==> src/rtl/irq_pkg.sv <==
`default_nettype none
// ============================================================================
// irq_pkg : register map, TCON fields, FSM states and helpers for the
//           interrupt controller / interval timer.   Rev 1.0
// ============================================================================
package irq_pkg;

  localparam logic [31:0] OFS_TH     = 32'h0000_0000;
  localparam logic [31:0] OFS_TL     = 32'h0000_0004;
  localparam logic [31:0] OFS_TCON   = 32'h0000_0008;
  localparam logic [31:0] OFS_IMASK  = 32'h0000_000C;
  localparam logic [31:0] OFS_IPEND  = 32'h0000_0010;
  localparam logic [31:0] OFS_ICAUSE = 32'h0000_0014;

  localparam int unsigned TCON_EN     = 0;
  localparam int unsigned TCON_IEN    = 1;
  localparam int unsigned TCON_STATUS = 2;

  localparam logic [31:0] XADR = 32'h8000_0008;

  typedef enum logic [1:0] {
    IDLE    = 2'd0,
    ASSERT  = 2'd1,
    SERVICE = 2'd2
  } state_e;

  // Index of the lowest set bit; 0 when nothing is set.
  function automatic logic [3:0] lowest_set(input logic [8:0] v);
    logic [3:0] r;
    r = 4'd0;
    for (int i = 8; i >= 0; i--) begin
      if (v[i]) r = 4'(i);
    end
    return r;
  endfunction

endpackage
`default_nettype wire

==> src/rtl/irq_interval_timer.sv <==
`default_nettype none
// ============================================================================
// irq_interval_timer : TH/TL/TCON registers with free-running increment and
//                      reload on wrap; emits a one-cycle wrap pulse.  Rev 1.0
// ============================================================================
module irq_interval_timer
  import irq_pkg::*;
(
  input  logic        clk,
  input  logic        rst_n,
  input  logic        i_th_we,
  input  logic        i_tl_we,
  input  logic        i_tcon_we,
  input  logic [31:0] i_wdata,
  output logic [31:0] o_th,
  output logic [31:0] o_tl,
  output logic [2:0]  o_tcon,
  output logic        o_wrap
);

  logic [31:0] th_q, th_d;
  logic [31:0] tl_q, tl_d;
  logic [2:0]  tcon_q, tcon_d;
  logic        wrap;

  always_comb begin
    th_d   = th_q;
    tl_d   = tl_q;
    tcon_d = tcon_q;
    wrap   = 1'b0;
    if (i_th_we)   th_d   = i_wdata;
    if (i_tcon_we) tcon_d = i_wdata[2:0];
    // A software TL write overrides both the increment and the reload.
    if (i_tl_we) begin
      tl_d = i_wdata;
    end else if (tcon_q[TCON_EN]) begin
      if (tl_q == 32'hFFFF_FFFF) begin
        tl_d = th_q;
        wrap = 1'b1;
      end else begin
        tl_d = tl_q + 32'd1;
      end
    end
    if (wrap) tcon_d[TCON_STATUS] = 1'b1;
  end

  always_ff @(posedge clk or negedge rst_n) begin
    if (!rst_n) begin
      th_q   <= '0;
      tl_q   <= '0;
      tcon_q <= '0;
    end else begin
      th_q   <= th_d;
      tl_q   <= tl_d;
      tcon_q <= tcon_d;
    end
  end

  assign o_th   = th_q;
  assign o_tl   = tl_q;
  assign o_tcon = tcon_q;
  assign o_wrap = wrap;

endmodule
`default_nettype wire

==> src/rtl/irq_timer_controller.sv <==
`default_nettype none
// ============================================================================
// irq_timer_controller : memory-mapped interrupt controller + interval timer
//                        driving the CPU IRQ line; blocks nesting in kernel mode.
// Rev 1.0
// ============================================================================
module irq_timer_controller
  import irq_pkg::*;
#(
  parameter int          N_EXT     = 4,
  parameter logic [31:0] BASE_ADDR = 32'h4000_0000
) (
  input  logic             clk,
  input  logic             reset,
  input  logic [31:0]      addr,
  input  logic [31:0]      wdata,
  input  logic             rd,
  input  logic             wr,
  output logic [31:0]      rdata,
  input  logic [N_EXT-1:0] irq_src,
  input  logic             pc_super,
  input  logic             irq_taken,
  output logic             irq,
  output logic [N_EXT:0]   led_irq
);

  localparam int NSRC = N_EXT + 1;

  logic [31:0]      off;
  logic             we_th, we_tl, we_tcon, we_imask, we_ipend;
  logic [31:0]      th, tl;
  logic [2:0]       tcon;
  logic             wrap;
  logic [NSRC-1:0]  imask_q, imask_d;
  logic [NSRC-1:0]  ipend_q, ipend_d;
  logic [NSRC-1:0]  hw_set, w1c, pend_act;
  logic [N_EXT-1:0] src_prev_q, src_prev_d;
  logic [3:0]       icause_q, icause_d, win_idx;
  state_e           state_q, state_d;

  // Exact offset match: unaligned or out-of-window accesses hit nothing.
  assign off      = addr - BASE_ADDR;
  assign we_th    = wr && (off == OFS_TH);
  assign we_tl    = wr && (off == OFS_TL);
  assign we_tcon  = wr && (off == OFS_TCON);
  assign we_imask = wr && (off == OFS_IMASK);
  assign we_ipend = wr && (off == OFS_IPEND);

  irq_interval_timer u_timer (
    .clk       (clk),
    .rst_n     (reset),
    .i_th_we   (we_th),
    .i_tl_we   (we_tl),
    .i_tcon_we (we_tcon),
    .i_wdata   (wdata),
    .o_th      (th),
    .o_tl      (tl),
    .o_tcon    (tcon),
    .o_wrap    (wrap)
  );

  assign hw_set   = {irq_src & ~src_prev_q, wrap & tcon[TCON_IEN]};
  assign w1c      = we_ipend ? wdata[NSRC-1:0] : '0;
  assign pend_act = ipend_q & imask_q;
  assign win_idx  = lowest_set(9'(pend_act));

  always_comb begin
    imask_d    = imask_q;
    icause_d   = icause_q;
    state_d    = state_q;
    src_prev_d = irq_src;
    if (we_imask) imask_d = wdata[NSRC-1:0];
    // Hardware set is OR-ed in after the clear so it wins a collision.
    ipend_d = (ipend_q & ~w1c) | hw_set;
    case (state_q)
      IDLE: begin
        if ((|pend_act) && !pc_super) state_d = ASSERT;
      end
      ASSERT: begin
        if (irq_taken) begin
          icause_d = win_idx;
          state_d  = SERVICE;
        end else if (!(|pend_act)) begin
          state_d = IDLE;
        end
      end
      SERVICE: begin
        if (!pc_super) state_d = IDLE;
      end
      default: state_d = IDLE;
    endcase
  end

  always_ff @(posedge clk or negedge reset) begin
    if (!reset) begin
      imask_q    <= '0;
      ipend_q    <= '0;
      icause_q   <= '0;
      src_prev_q <= '0;
      state_q    <= IDLE;
    end else begin
      imask_q    <= imask_d;
      ipend_q    <= ipend_d;
      icause_q   <= icause_d;
      src_prev_q <= src_prev_d;
      state_q    <= state_d;
    end
  end

  always_comb begin
    rdata = '0;
    if (rd) begin
      case (off)
        OFS_TH:     rdata = th;
        OFS_TL:     rdata = tl;
        OFS_TCON:   rdata = {29'd0, tcon};
        OFS_IMASK:  rdata = 32'(imask_q);
        OFS_IPEND:  rdata = 32'(ipend_q);
        OFS_ICAUSE: rdata = {28'd0, icause_q};
        default:    rdata = '0;
      endcase
    end
  end

  assign irq     = (state_q == ASSERT);
  assign led_irq = ipend_q;

endmodule
`default_nettype wire

==> config.mk <==
export PLATFORM = sky130hd
export DESIGN_NAME = irq_timer_controller
export DESIGN_NICKNAME = d
export VERILOG_FILES = /design/src/rtl/irq_pkg.sv /design/src/rtl/irq_interval_timer.sv /design/src/rtl/irq_timer_controller.sv
export SDC_FILE = /design/constraint.sdc
export NUM_CORES = 1
export LEC_CHECK = 0
export ABC_AREA = 1
export ABC_CLOCK_PERIOD_IN_PS = 2200
export CAP_MARGIN = 20
export CORE_AREA = 4 4 142 89
export DETAILED_ROUTE_END_ITERATION = 8
export DIE_AREA = 0 0 146 93
export GPL_ROUTABILITY_DRIVEN = 0
export HOLD_SLACK_MARGIN = 0.03
export PLACE_DENSITY_LB_ADDON = 0.3
export SYNTH_ARGS = -nofsm -noshare
export SYNTH_HDL_FRONTEND = slang
export SYNTH_SLANG_ARGS = --single-unit
==> constraint.sdc <==
create_clock -name clk -period 2.2 [get_ports clk]
set_input_delay 0.22 -clock clk [delete_from_list [all_inputs] [get_ports clk]]
set_output_delay 0.22 -clock clk [all_outputs]
set_load 0.005 [all_outputs]
==> summary.md <==
| Metric | Value |
|---|---|
| Post-synthesis compound-gate area fraction | `0.0644` |
| CTS max path bufs | `2` |
| Fin. Hold Viols | `0` |
| Clock sinks | `between 80 and 90` |
| Worst path max stage delay | `approximately 0.24 ns` |
| Final Critical Period | `2.17 ns` |
| Worst setup path class | `input pin to output port` |
| Worst Path Arrival | `1.95 ns` |
| Skew final | `between 0.006 and 0.007 ns` |
| Worst ir drop on vdd | `0.413 mV` |
| Clock power frac | `0.492` |
| Rows | `30` |
| Final setup violation count | `0` |
| Pre-antenna DRT Iters | `7` |
| Initial Util | `0.525` |
| Int Power | `about 2800 µW` |
| Post-route cell area | `around 8400 µm²` |
| Seq pwr share | `0.439` |
| Worst Setup Start Kind | `input pin` |
| Largest family of logic cells by synthesized area | `simple AND/OR/NAND/NOR gates` |
| Comb power frac | `0.069` |
| Max-cap violations | `0` |
| Most common cell after layout, fill and taps aside | `nand2_1` |
| Worst Path Buf+Inv | `5` |
| Static Leak | `0.00397 µW` |
| Worst hold margin | `around 0.32 ns` |
| Area share of xor/xnor cells in the synthesized design | `0.0208` |
| Post-synthesis sequential area ratio | `0.365` |
| Final wirelength | `21.6 mm` |
| Critical Path End Type | `output port` |
| Status | `completed` |
| Post-synthesis mux area share | `0` |
| Reg2Reg Setup Slack | `~0.16 ns` |
| WP data required | `a little under 2 ns` |
| Crit path cell chain | `dlygate4sd2_1 -> nor2_1 -> nand2_1 -> nor2_4 -> buf_4 -> nand3_2 -> nor2_2 -> nor2_1 -> nand3_2 -> nand2_4 -> buf_12 -> buf_12 -> nor2_2 -> clkdlybuf4s15_2` |
| H-tree levels | `3` |
| Vias | `between 7000 and 8000` |
| Final Slew Violations | `0` |
| CP top delay family | `buffers and inverters` |
| Synth warnings | `0` |
| Clock Root Buffer | `clkbuf_16` |
| Register area | `around 2200 µm²` |
| Synth cell types | `32` |
| HP Class | `input pin to flop` |
| Routed Antenna Nets | `0` |
| Multi-input logic area | `about 3400 µm²` |
| Largest net degree at the start of global routing | `42` |
| First-pass GRT wire length | `35.0 mm` |
| Clk Latency, worst-skew pair | `roughly 0.36 ns` |
| DP Cell Count | `1199` |
| Vias in the first global route | `6697` |
| P per Cell Area | `432 nW/µm²` |
| Fmax | `about 0.46 GHz` |
| CP max-delay cell | `dlygate4sd2_1` |
| Actual slew at the worst max-slew pin | `a little under 0.6 ns` |
| Net Sw Power | `between 800 and 900 µW` |
| Tot GR Track Use | `0.322` |
| Via/cell ratio | `approximately 5.6` |
| Clock buffer count from CTS | `9` |
| Post-Syn Instances | `921` |
| # DRC | `0` |
| Die height | `around 93 µm` |
| I/O pins | `about 110` |
| Layout cells sized above 1 | `0.189` |
| Post-DP HPWL | `14.5 mm` |
| Post-placement cell area | `about 7500 µm²` |
| Core area | `11200 µm²` |
| Total global routing overflow | `0` |
| Adder-cell share of the synthesized area | `0.00212` |
| Critical Path Fanout Max | `7` |
| WL/cell | `about 17 µm` |
| Simple-Gate Fraction of Synth Area | `0.440` |
| Die ar. | `approximately 14000 µm²` |
| TritonCTS clock tree | `built` |
| Fin cells | `~1200` |
| Fillers | `between 800 and 900` |
| Cell Area, Synth | `~6000 µm²` |
| Post-Syn Nets | `996` |
| Final Cycle Share | `0.985` |
| Clock transition at path regs | `0.07 ns` |
| Max-slew headroom | `0.611` |
| Initial DRC Count | `988` |
| N_diodes | `0` |
| Post-synthesis register bit count | `86` |
| Port Buf Inserts | `111` |
| Antenna violations before repair | `0` |
| Synth Area per Inst | `6.39 µm²` |
| Sw Share | `0.237` |
| Die span in x | `146 µm` |
| Most frequent cells in the layout | `310 x nand2_1, 128 x nand3_1, 110 x inv_1, 86 x dfrtp_1, 78 x nor2_1` |
| Area delta synth->final | `41.9%` |
| Nets@finish | `around 1200` |
| RSZ-0062 raised after global routing | `yes` |
[worst paths after layout]
check,from,depth (start not counted),endpoint
max in group asynchronous,reset,3,u_timer.o_tl[30]
worst max register to register,u_timer.o_tl[0],11,u_timer.o_tl[27]
min in group asynchronous,reset,2,u_timer.o_tl[10]
worst min register to register,src_prev_q[2],1,led_irq[3]
worst min-delay path,irq_src[0],1,src_prev_q[0]
worst max-delay path,addr[18],14,rdata[21]
[metrics by stage]
stage	utilization	TNS (ns)	power [µW]	setup slack (ns)
floorplan	-	0	1650	0.475
global placement	0.671	-12.22	1850	-0.439
detailed placement	0.671	-14.97	1860	-0.496
CTS	0.732	0	3590	0.00232
global route	0.744	-0.480	3690	-0.0458
finish	0.744	0	3610	0.0325
[registers in the layout, summed over array words and instances (netlist names)]
name	flops
u_timer.o_tl	32
state_q	2
led_irq	5
u_timer.o_tcon	3
u_timer.o_th	32
src_prev_q	4
imask_q	5
icause_q	3
[power by group through the flow]
stage          logic [µW]  clock network [µW]  registers, µW
3_3_place_gp          240                   0           1610
4_1_cts               239                1760           1580
3_5_place_dp          242                   0           1620
5_1_grt               270                1840           1580
6_report              249                1780           1580
2_1_floorplan        35.9                   0           1620
[what timing repair did]
| item | 4_1_cts | 5_1_grt |
|---|---|---|
| gates cloned | 3 | 1 |
| resized for setup | 198 | 76 |
| setup endpoints to repair | 32 | 45 |
| pin swaps | 39 | 24 |
| endpoints found under the hold margin | 39 | 0 |
| hold buffers | 1 | 0 |
| buffers inserted | 23 | 2 |
[cells by family (layout without fill, tap and decap cells)]
logic type / Yosys count / count (layout)
fa+ha+maj: 1 / 1
flops: 86 / 86
xor+xnor: 14 / 14
buf+inv: 152 / 329
compound gates: 71 / 71
simple gates: 597 / 597
[per-layer routing]
layer | vias up | track usage | routed length [µm]
met5 | - | 0 | 0
met4 | 0 | 0.0853 | 461
met3 | 65 | 0.0862 | 2970
met2 | 521 | 0.474 | 8860
met1 | 3179 | 0.470 | 9350
li1 | 3251 | - | -
[Yosys cell counts, drive strengths merged]
cell type	number	area share
o41ai	2	0.0030
o21ai	52	0.044
o22ai	13	0.014
xor2	9	0.013
nor3	11	0.010
nand3	134	0.12
nand4	13	0.014
nor3b	1	0.0013
clkinv	2	0.0013
nand2	320	0.21
ha	1	0.0021
nor2	114	0.085
dfrtp	86	0.37
xnor2	5	0.0074
clkbuf	11	0.0070
or3b	1	0.0015
buf	20	0.023
inv	119	0.076
a21oi	4	0.0034
nand3b	3	0.0038
[area by class of cell]
| class | instances | share of cell area |
|---|---|---|
| clock buffer | 10 | 0.0286 |
| clock inverter | 6 | 0.0117 |
| inverter | 121 | 0.0556 |
| multi-input combinational | 683 | 0.405 |
| sequential | 86 | 0.258 |
| tap | 144 | 0.0216 |
| timing repair buffer | 192 | 0.220 |
Power figures use the tool's default switching activity.
